<file path="config.mk">
export PLATFORM = sky130hd
export DESIGN_NAME = decode_stage_pipe
export DESIGN_NICKNAME = d
export VERILOG_FILES = /design/src/rtl/decode_stage_pipe.sv
export SDC_FILE = /design/constraint.sdc
export NUM_CORES = 1
export LEC_CHECK = 0
export BUFFER_PORTS_ARGS = -buffer_cell sky130_fd_sc_hd__buf_2
export CAP_MARGIN = 10
export CORE_UTILIZATION = 45
export DETAILED_ROUTE_END_ITERATION = 8
export RECOVER_POWER = 100
export SETUP_SLACK_MARGIN = 0.05
export SLEW_MARGIN = 20
export SYNTH_ARGS = -nofsm -noshare
export SYNTH_HDL_FRONTEND = slang
export SYNTH_SLANG_ARGS = --single-unit
</file>
<file path="constraint.sdc">
create_clock -name clk_i -period 5.1 [get_ports clk_i]
set_clock_uncertainty 0.1 [all_clocks]
set_input_delay 0.255 -clock clk_i [delete_from_list [all_inputs] [get_ports clk_i]]
set_output_delay 0.255 -clock clk_i [all_outputs]
set_load 0.02 [all_outputs]
</file>
<file path="src/rtl/decode_stage_pipe.sv">
// decode_stage_pipe: queued, pipelined RV32I(+M) instruction decoder.
// Fetch side pushes {instr, pc} into a DEPTH-entry queue (instr_valid_i/instr_ready_o).
// The queue head is decoded combinationally and captured in a registered output
// stage (dec_valid_o/dec_ready_i). A flush empties queue and stage. illegal_cnt_o
// counts illegal instructions handed to execute, saturating at all-ones.
// Ports:
//   clk_i, rst_ni              clock, asynchronous active-low reset
//   flush_i                    drop queue and output stage contents
//   instr_valid_i/_ready_o     fetch handshake; instr_i, pc_i payload
//   dec_valid_o/dec_ready_i    execute handshake; dec_pc_o, dec_instr_o payload
//   a_sel_o .. mret_o          decoded control fields
//   illegal_cnt_o              saturating illegal-instruction counter
module decode_stage_pipe #(
    parameter int unsigned DEPTH = 4,
    parameter bit          M_EXT = 1'b1,
    parameter int unsigned CNT_W = 8
) (
    input  logic             clk_i,
    input  logic             rst_ni,
    input  logic             flush_i,
    input  logic             instr_valid_i,
    output logic             instr_ready_o,
    input  logic [31:0]      instr_i,
    input  logic [31:0]      pc_i,
    output logic             dec_valid_o,
    input  logic             dec_ready_i,
    output logic [31:0]      dec_pc_o,
    output logic [31:0]      dec_instr_o,
    output logic [1:0]       a_sel_o,
    output logic [2:0]       b_sel_o,
    output logic [4:0]       alu_op_o,
    output logic             md_en_o,
    output logic [2:0]       md_op_o,
    output logic [2:0]       csr_op_o,
    output logic             csr_we_o,
    output logic             mem_req_o,
    output logic             mem_we_o,
    output logic [2:0]       mem_size_o,
    output logic             gpr_we_o,
    output logic [1:0]       wb_sel_o,
    output logic             illegal_instr_o,
    output logic             branch_o,
    output logic             jal_o,
    output logic             jalr_o,
    output logic             mret_o,
    output logic [CNT_W-1:0] illegal_cnt_o
);
    localparam int unsigned PtrW = $clog2(DEPTH);
    localparam logic [PtrW:0] DepthCnt = DEPTH[PtrW:0];

    typedef struct packed {
        logic [1:0] a_sel;
        logic [2:0] b_sel;
        logic [4:0] alu_op;
        logic       md_en;
        logic [2:0] md_op;
        logic [2:0] csr_op;
        logic       csr_we;
        logic       mem_req;
        logic       mem_we;
        logic [2:0] mem_size;
        logic       gpr_we;
        logic [1:0] wb_sel;
        logic       illegal;
        logic       branch;
        logic       jal;
        logic       jalr;
        logic       mret;
    } dec_t;

    // ---------------- instruction queue ----------------
    logic [31:0]     q_instr [DEPTH];
    logic [31:0]     q_pc    [DEPTH];
    logic [PtrW-1:0] wr_ptr_q, rd_ptr_q;
    logic [PtrW:0]   count_q;
    logic            full, empty, push, pop;

    assign full          = (count_q == DepthCnt);
    assign empty         = (count_q == '0);
    assign instr_ready_o = !full;
    assign push          = instr_valid_i && !full && !flush_i;
    assign pop           = !empty && (!dec_valid_o || dec_ready_i) && !flush_i;

    always_ff @(posedge clk_i) begin
        if (push) begin
            q_instr[wr_ptr_q] <= instr_i;
            q_pc[wr_ptr_q]    <= pc_i;
        end
    end

    always_ff @(posedge clk_i or negedge rst_ni) begin
        if (!rst_ni) begin
            wr_ptr_q <= '0;
            rd_ptr_q <= '0;
            count_q  <= '0;
        end else if (flush_i) begin
            wr_ptr_q <= '0;
            rd_ptr_q <= '0;
            count_q  <= '0;
        end else begin
            if (push) wr_ptr_q <= wr_ptr_q + 1'b1;
            if (pop)  rd_ptr_q <= rd_ptr_q + 1'b1;
            if (push && !pop)      count_q <= count_q + 1'b1;
            else if (pop && !push) count_q <= count_q - 1'b1;
        end
    end

    // ---------------- decoder on queue head ----------------
    logic [31:0] head;
    logic [6:0]  opcode;
    logic [2:0]  f3;
    logic [6:0]  f7;
    logic        ill;
    dec_t        dec_d;

    assign head   = q_instr[rd_ptr_q];
    assign opcode = head[6:0];
    assign f3     = head[14:12];
    assign f7     = head[31:25];

    always_comb begin
        dec_d = '0;
        ill   = 1'b0;
        if (head[1:0] != 2'b11) begin
            ill = 1'b1;
        end else begin
            case (opcode)
                7'b0000011: begin // LOAD
                    dec_d.mem_req  = 1'b1;
                    dec_d.gpr_we   = 1'b1;
                    dec_d.wb_sel   = 2'd1;
                    dec_d.b_sel    = 3'd1;
                    dec_d.mem_size = f3;
                    if (f3 == 3'b011 || f3 == 3'b110 || f3 == 3'b111) ill = 1'b1;
                end
                7'b0100011: begin // STORE
                    dec_d.mem_req  = 1'b1;
                    dec_d.mem_we   = 1'b1;
                    dec_d.b_sel    = 3'd5;
                    dec_d.mem_size = f3;
                    if (f3 > 3'b010) ill = 1'b1;
                end
                7'b0010011: begin // OP_IMM
                    dec_d.gpr_we = 1'b1;
                    dec_d.b_sel  = 3'd1;
                    dec_d.alu_op = {2'b00, f3};
                    if (f3 == 3'b001 && f7 != 7'b0000000) ill = 1'b1;
                    if (f3 == 3'b101) begin
                        if (f7 == 7'b0100000)      dec_d.alu_op = {2'b01, f3};
                        else if (f7 != 7'b0000000) ill = 1'b1;
                    end
                end
                7'b0110011: begin // OP
                    dec_d.gpr_we = 1'b1;
                    if (f7 == 7'b0000000) begin
                        dec_d.alu_op = {2'b00, f3};
                    end else if (f7 == 7'b0100000 && (f3 == 3'b000 || f3 == 3'b101)) begin
                        dec_d.alu_op = {2'b01, f3};
                    end else if (f7 == 7'b0000001 && M_EXT) begin
                        dec_d.md_en = 1'b1;
                        dec_d.md_op = f3;
                    end else begin
                        ill = 1'b1;
                    end
                end
                7'b0110111: begin // LUI
                    dec_d.a_sel  = 2'd2;
                    dec_d.b_sel  = 3'd2;
                    dec_d.gpr_we = 1'b1;
                end
                7'b0010111: begin // AUIPC
                    dec_d.a_sel  = 2'd1;
                    dec_d.b_sel  = 3'd2;
                    dec_d.gpr_we = 1'b1;
                end
                7'b1101111: begin // JAL
                    dec_d.a_sel  = 2'd1;
                    dec_d.b_sel  = 3'd4;
                    dec_d.gpr_we = 1'b1;
                    dec_d.jal    = 1'b1;
                end
                7'b1100111: begin // JALR
                    dec_d.a_sel  = 2'd1;
                    dec_d.b_sel  = 3'd4;
                    dec_d.gpr_we = 1'b1;
                    dec_d.jalr   = 1'b1;
                    if (f3 != 3'b000) ill = 1'b1;
                end
                7'b1100011: begin // BRANCH
                    dec_d.alu_op = {2'b11, f3};
                    dec_d.branch = 1'b1;
                    dec_d.b_sel  = 3'd3;
                    if (f3 == 3'b010 || f3 == 3'b011) ill = 1'b1;
                end
                7'b0001111: begin // MISC_MEM: fence treated as no-op
                end
                7'b1110011: begin // SYSTEM
                    if (head[31:7] == 25'h0604000) begin
                        dec_d.mret = 1'b1;
                    end else if (f3 != 3'b000 && f3 != 3'b100) begin
                        dec_d.csr_op = f3;
                        dec_d.csr_we = 1'b1;
                        dec_d.gpr_we = 1'b1;
                        dec_d.wb_sel = 2'd2;
                    end else begin
                        ill = 1'b1;
                    end
                end
                default: ill = 1'b1;
            endcase
        end
        dec_d.illegal = ill;
        // An illegal instruction must not cause any architectural side effect.
        if (ill) begin
            dec_d.gpr_we  = 1'b0;
            dec_d.csr_we  = 1'b0;
            dec_d.mem_req = 1'b0;
            dec_d.mem_we  = 1'b0;
            dec_d.branch  = 1'b0;
            dec_d.jal     = 1'b0;
            dec_d.jalr    = 1'b0;
            dec_d.mret    = 1'b0;
            dec_d.md_en   = 1'b0;
        end
    end

    // ---------------- registered output stage ----------------
    logic             valid_q;
    dec_t             dec_q;
    logic [31:0]      pc_q, instr_q;
    logic [CNT_W-1:0] cnt_q;

    always_ff @(posedge clk_i or negedge rst_ni) begin
        if (!rst_ni) begin
            valid_q <= 1'b0;
            dec_q   <= '0;
            pc_q    <= '0;
            instr_q <= '0;
        end else if (flush_i) begin
            valid_q <= 1'b0;
        end else if (pop) begin
            valid_q <= 1'b1;
            dec_q   <= dec_d;
            pc_q    <= q_pc[rd_ptr_q];
            instr_q <= head;
        end else if (dec_ready_i) begin
            valid_q <= 1'b0;
        end
    end

    // Counts delivered illegals; a handshake in a flush cycle still delivered one.
    always_ff @(posedge clk_i or negedge rst_ni) begin
        if (!rst_ni) begin
            cnt_q <= '0;
        end else if (valid_q && dec_ready_i && dec_q.illegal && cnt_q != '1) begin
            cnt_q <= cnt_q + 1'b1;
        end
    end

    assign dec_valid_o     = valid_q;
    assign dec_pc_o        = pc_q;
    assign dec_instr_o     = instr_q;
    assign a_sel_o         = dec_q.a_sel;
    assign b_sel_o         = dec_q.b_sel;
    assign alu_op_o        = dec_q.alu_op;
    assign md_en_o         = dec_q.md_en;
    assign md_op_o         = dec_q.md_op;
    assign csr_op_o        = dec_q.csr_op;
    assign csr_we_o        = dec_q.csr_we;
    assign mem_req_o       = dec_q.mem_req;
    assign mem_we_o        = dec_q.mem_we;
    assign mem_size_o      = dec_q.mem_size;
    assign gpr_we_o        = dec_q.gpr_we;
    assign wb_sel_o        = dec_q.wb_sel;
    assign illegal_instr_o = dec_q.illegal;
    assign branch_o        = dec_q.branch;
    assign jal_o           = dec_q.jal;
    assign jalr_o          = dec_q.jalr;
    assign mret_o          = dec_q.mret;
    assign illegal_cnt_o   = cnt_q;

endmodule

</file>
# --- Yosys cells after proc, flatten, opt, wreduce, memory -nomap -nowiden ---
# Memory sizes are Yosys's and may differ from the RTL's. A register that Yosys moved wholly into a read port is not among the register bits.
# Index checks and enable logic that the tools add are counted.
# Widths: inputs -> output; s select.
totals:
  register_bits: 79
  ram_bits: 256
  input_bits: 69
  elab_cells: 156
  n_memories: 2
mem_list:
  columns: ["memory", "depth", "word_bits", "rd", "rd_clocked_by_memory_dff", "wr", "line_no", "source"]
  rows:
  - ["q_instr", 4, 32, 1, 0, 1, "72", "logic [31:0] q_instr [DEPTH];"]
  - ["q_pc", 4, 32, 1, 1, 1, "73", "logic [31:0] q_pc [DEPTH];"]
op_classes:
  n_addsub: 5
  magnitude_cmp: 1
  n_eq_ne: 24
  n_mux: 59
  bitwise_logic: 1
  n_reduce_logical: 41
op_table:
  columns: ["operator", "n"]
  rows:
  - ["$mux 4", 13]
  - ["$eq 7x6->1 const B", 4]
  - ["$eq 7x7->1 const B", 4]
  - ["$mux 1", 28]
  - ["$mux 26", 1]
  - ["$eq 25x23->1 const B", 1]
  - ["$mux 3", 7]
  - ["$pmux 3 s5", 1]
  - ["$pmux 5 s3", 1]
  - ["$eq 7x5->1 const B", 2]
  - ["$eq 3x3->1 const B", 4]
  - ["$logic_and 1x1->1", 12]
  - ["$reduce_bool 3->1", 3]
  - ["$add 8x1->8 const B", 1]
  - ["$mux 2", 4]
  - ["$ne 8x8->1 const B", 1]
  - ["$pmux 1 s8", 1]
  - ["$pmux 2 s2", 2]
  - ["$reduce_or 2->1", 4]
  - ["$eq 7x1->1 const B", 1]
  - ["$eq 7x2->1 const B", 1]
  - ["$eq 7x4->1 const B", 1]
  - ["$logic_not 1->1", 7]
  - ["$logic_not 7->1", 1]
  - ["other kinds (18)", 26]

# --- Longest topological paths before layout ---
# An unclocked memory read counts as a cell.
depth:
  word_depth: 10
  depth_mapped: 9
  mapped_depth_nobuf: 8

# --- Least setup slack after synthesis ---
# OpenSTA, ideal clock, no wires.
synth_path:
  path_type: "register -> register"
  startpoint: "register count_q[2]"
  endpoint: "memory q_instr[0][0], enable pin"
  arrival_time_ns: 2.532
  required_ns: 4.571
  setup_slack_ns: 2.039
  path_stages_with_launch: 5
  path_buffers: 0
  synth_period_minus_slack_ns: 3.061
  path_cell_list: "dfrtp_1 > or3b_2 > nand2_1 > nor2_1 > and2_1"
synth_via:
  elab_chain_cells: 6
synth_rtl:
  columns: ["item", "line_no", "source"]
  rows:
  - ["start: declaration", "75", "logic [PtrW:0] count_q;"]
  - ["start signal: assignment", "103", "if (push && !pop) count_q <= count_q + 1'b1;"]
  - ["start signal: assignment", "104", "else if (pop && !push) count_q <= count_q - 1'b1;"]
  - ["$eq 3x3->1", "78", "assign full = (count_q == DepthCnt);"]
  - ["$logic_not 1->1", null, null]
  - ["named net instr_ready_o", "22", "output logic instr_ready_o,"]
  - ["$logic_and 1x1->1 (2 in series)", "81", "assign push = instr_valid_i && !full && !flush_i;"]
  - ["$mux 1", "85", "if (push) begin"]
  - ["$mux 1 (implied by the code)", "86", "q_instr[wr_ptr_q] <= instr_i;"]
  - ["end: declaration", "72", null]
# The timed path passes the listed nets, and every way through them passes these cells.

# --- Worst setup path in the final report ---
layout_path:
  startpoint: "register count_q[2]"
  endpoint: "memory q_instr[1][23], enable pin"
layout_via:
  elab_chain_cells: 6
layout_rtl:
  columns: ["item", "line_no"]
  rows:
  - ["$eq 3x3->1", "78"]
  - ["$logic_not 1->1", "81"]
  - ["$logic_and 1x1->1 (2 in series)", "81"]
  - ["$mux 1", "85"]
  - ["$mux 1 (implied by the code)", "86"]
# Every way passes these cells.

==> impl_metrics.ini <==
[status]
status = finished with violations
violations = capacitance limit, slew limit

[logic_synthesis]
synth_nets = 933
synth.distinct_cells = 56
synth_top_area_share_pct = 54.7
synth_seq_cells = 367
syn_avg_cell_area_um2 = 16.4
seq_area_frac_synth_pct = 74.5
ys.flop_type = edfxtp_1
synthCells = 858
synth_area_leader_cell = edfxtp_1
synth.most_common_cell = edfxtp_1
yosys_warnings = 0
syn_area_um2 = 14000
synth-edff-count = 256
synth.cells.most_frequent = edfxtp_1 (256), nand2_1 (230), dfrtp_1 (111)
ys_async_sr_fraction_pct = 30.2
synthTopCellsByArea = edfxtp_1 (55%), dfrtp_1 (20%), mux4_2 (9.8%)

[timing]
setup_violations = 0
fin_crit_sh_pct = 74.8
worst_hold_slack_ns = 0.370
maxSlewHeadroom_pct = -51.9
clock.fmax_mhz = 262
fin_ws_ns = 1.29
hold_violations = 0
post-route-min-period_ns = 3.81
rsz0062_at_grt = false
fin_tns_setup_ns = 0
finalMaxSlewViolations = 351
max_slew.worst_pin.slew_ns = 2.28

[power]
ir_drop_mv = 0.305
power.static_leakage_nw = 6.26
p_per_area_nw_per_um2 = 526
total_power_mw = 8.98

[cts]
clkSinkCount = 367
cts_inserted_buffers = 38
cts_tree = done
cts.path.max_buffers = 3
cts.clk_slew.worst_paths_ns = 0.06
clockRootBuffer = clkbuf_16
htree_levels = 2
clk_latency_ns = 0.52

[placed_design]
post-place-ws_ns = 1.76
portBuffers = 173
place_inst = 1399
dp_hpwl_um = 17800
gp_congestion = 0.840

[die]
dieArea_um2 = 31900
core_um2 = 30700
die_height_um = 179
dieWidth_um = 179
io_pins = 174
initial_utilization_pct = 45.8
placementRows = 64

[worst_hold_path]
min_from = dec_pc_o[10]
holdPathEnd = dec_pc_o[10]
holdPathStages = 2
hold_class = reg2reg

[routing]
drc = 0
ant_nets = 0
drt-vias-per-instance = 5.15
drtIter0Drc = 543
routedWlPerCell_um = 19.0
vias = 7942
first_pass_iters = 5
routed_wl_um = 29200

[worst_setup_path]
required_ns = 5.16
r2r_end = q_instr[1][23]
reg2reg_setup_slack_ns = 1.29
start_kind = flip-flop
reg2reg_depth = 5
crit_path_max_fanout = 40
arrival_ns = 3.87
endpoint_kind = flip-flop
rr_startpoint = count_q[2]
path_class = reg2reg

[global_route]
groute.usage.overall_pct = 18.6
grt_antenna_before_repair = 2
grt_pass1_wl_um = 45000
grt_max_degree = 65
grt.overflow.total = 0
grt_pass1_vias = 8068

[cells_and_area]
regArea_um2 = 10500
final_nets = 1188
multi_input_area_um2 = 3370
nFillCells = 2551
drive_above_1_share_pct = 11.5
area_growth_pct = 21.5
stdcell_count = 1541

[job]
cap_violations = 7
[sequential cells by signal (all words and copies together) (netlist names), 2 cells and up]
signal and count:
b_sel_o 3, illegal_cnt_o 8, md_op_o 3, a_sel_o 2
wb_sel_o 2, wr_ptr_q 2, q_instr 128, mem_size_o 3
dec_pc_o 32, dec_instr_o 32, count_q 3, rd_ptr_q 2
q_pc 128, alu_op_o 5, csr_op_o 3
[placed cells by master (no fill, tap or decap), drive strengths merged, types with 3 or more instances in the layout]
cell type / count
nor2b: 4
xnor2: 10
inv: 7
nand2: 230
o21bai: 3
nand4: 4
edfxtp: 256
o21ai: 16
nor4: 3
nand3b: 3
a21oi: 8
bufinv: 4
nand2b: 3
o31ai: 7
xor2: 3
dlygate4sd3: 70
buf: 9
and3: 4
ha: 5
a31oi: 3
nand3: 11
a21o: 3
clkinv: 9
dfrtp: 111
and2: 7
clkbuf: 231
nor2: 16
mux4: 64
nor4b: 3
nor3: 9
[layout make-up]
| cell class | count | area share, % |
|---|---|---|
| Inverter | 7 | 0.154 |
| Multi-Input combinational cell | 446 | 19.8 |
| Sequential cell | 367 | 61.4 |
| Clock inverter | 13 | 1.01 |
| Timing Repair Buffer | 253 | 8.29 |
| Antenna cell | 2 | 0.0293 |
| Tap cell | 396 | 2.90 |
| Clock buffer | 57 | 6.48 |
[stage by stage]
| stage | cell area (µm²) | utilization (%) |
|---|---|---|
| final | 17100 | 55.6 |
| after global routing | 17100 | 55.6 |
| after CTS | 17300 | 56.5 |
| after detailed placement | 15300 | 50.0 |
| after global placement | 15300 | 50.0 |
| after floorplan | 14000 | - |
[critical path, stage by stage (launching register included)]
cell,delay [ns]
dfrtp_1,0.40
or3b_2,0.22
nand2_1,0.18
nor2_1,0.22
and2_1,1.70
buf_4,0.60
[metal layers]
metal	vias up	global-route usage [%]	part of all wire, %
met1	3987	25.5	45
met3	38	3.92	5.4
li1	3707	-	-
met5	-	0	0
met2	210	30.7	48
met4	0	4.38	1.7
[power by group]
group          internal, mW  switching, mW  total [mW]
sequential             3.64          0.308        3.95
combinational         0.821           1.41        2.23
clock                  1.71           1.10        2.81
[logic make-up (layout without fill, tap and decap cells)]
family	after synthesis	after routing	synth area share, %
buf+inv	45	330	1.43
simple gates	305	305	9.30
other cells	0	2	0
fa+ha+maj	6	6	0.588
compound gates	56	56	2.83
flops	367	367	74.5
xor+xnor	13	13	0.811
mux	66	66	10.5
[timing repair]
item	CTS	global route
endpoints found under the hold margin	314	0
resized for setup	0	0
buffers inserted	0	0
hold buffers	70	0
[worst max path at each step]
stage          slack, ns  cells after the start        start             end
2_1_floorplan       2.04                      4   count_q[2]   q_instr[0][0]
3_3_place_gp        1.83                      6  rd_ptr_q[0]        gpr_we_o
3_5_place_dp        1.76                      6  rd_ptr_q[0]        gpr_we_o
4_1_cts             1.74                      6  rd_ptr_q[0]        gpr_we_o
5_1_grt             0.95                      5   count_q[2]  q_instr[1][23]
6_report            1.29                      5   count_q[2]  q_instr[1][23]
Note: power is estimated with default switching activity, not from simulation.
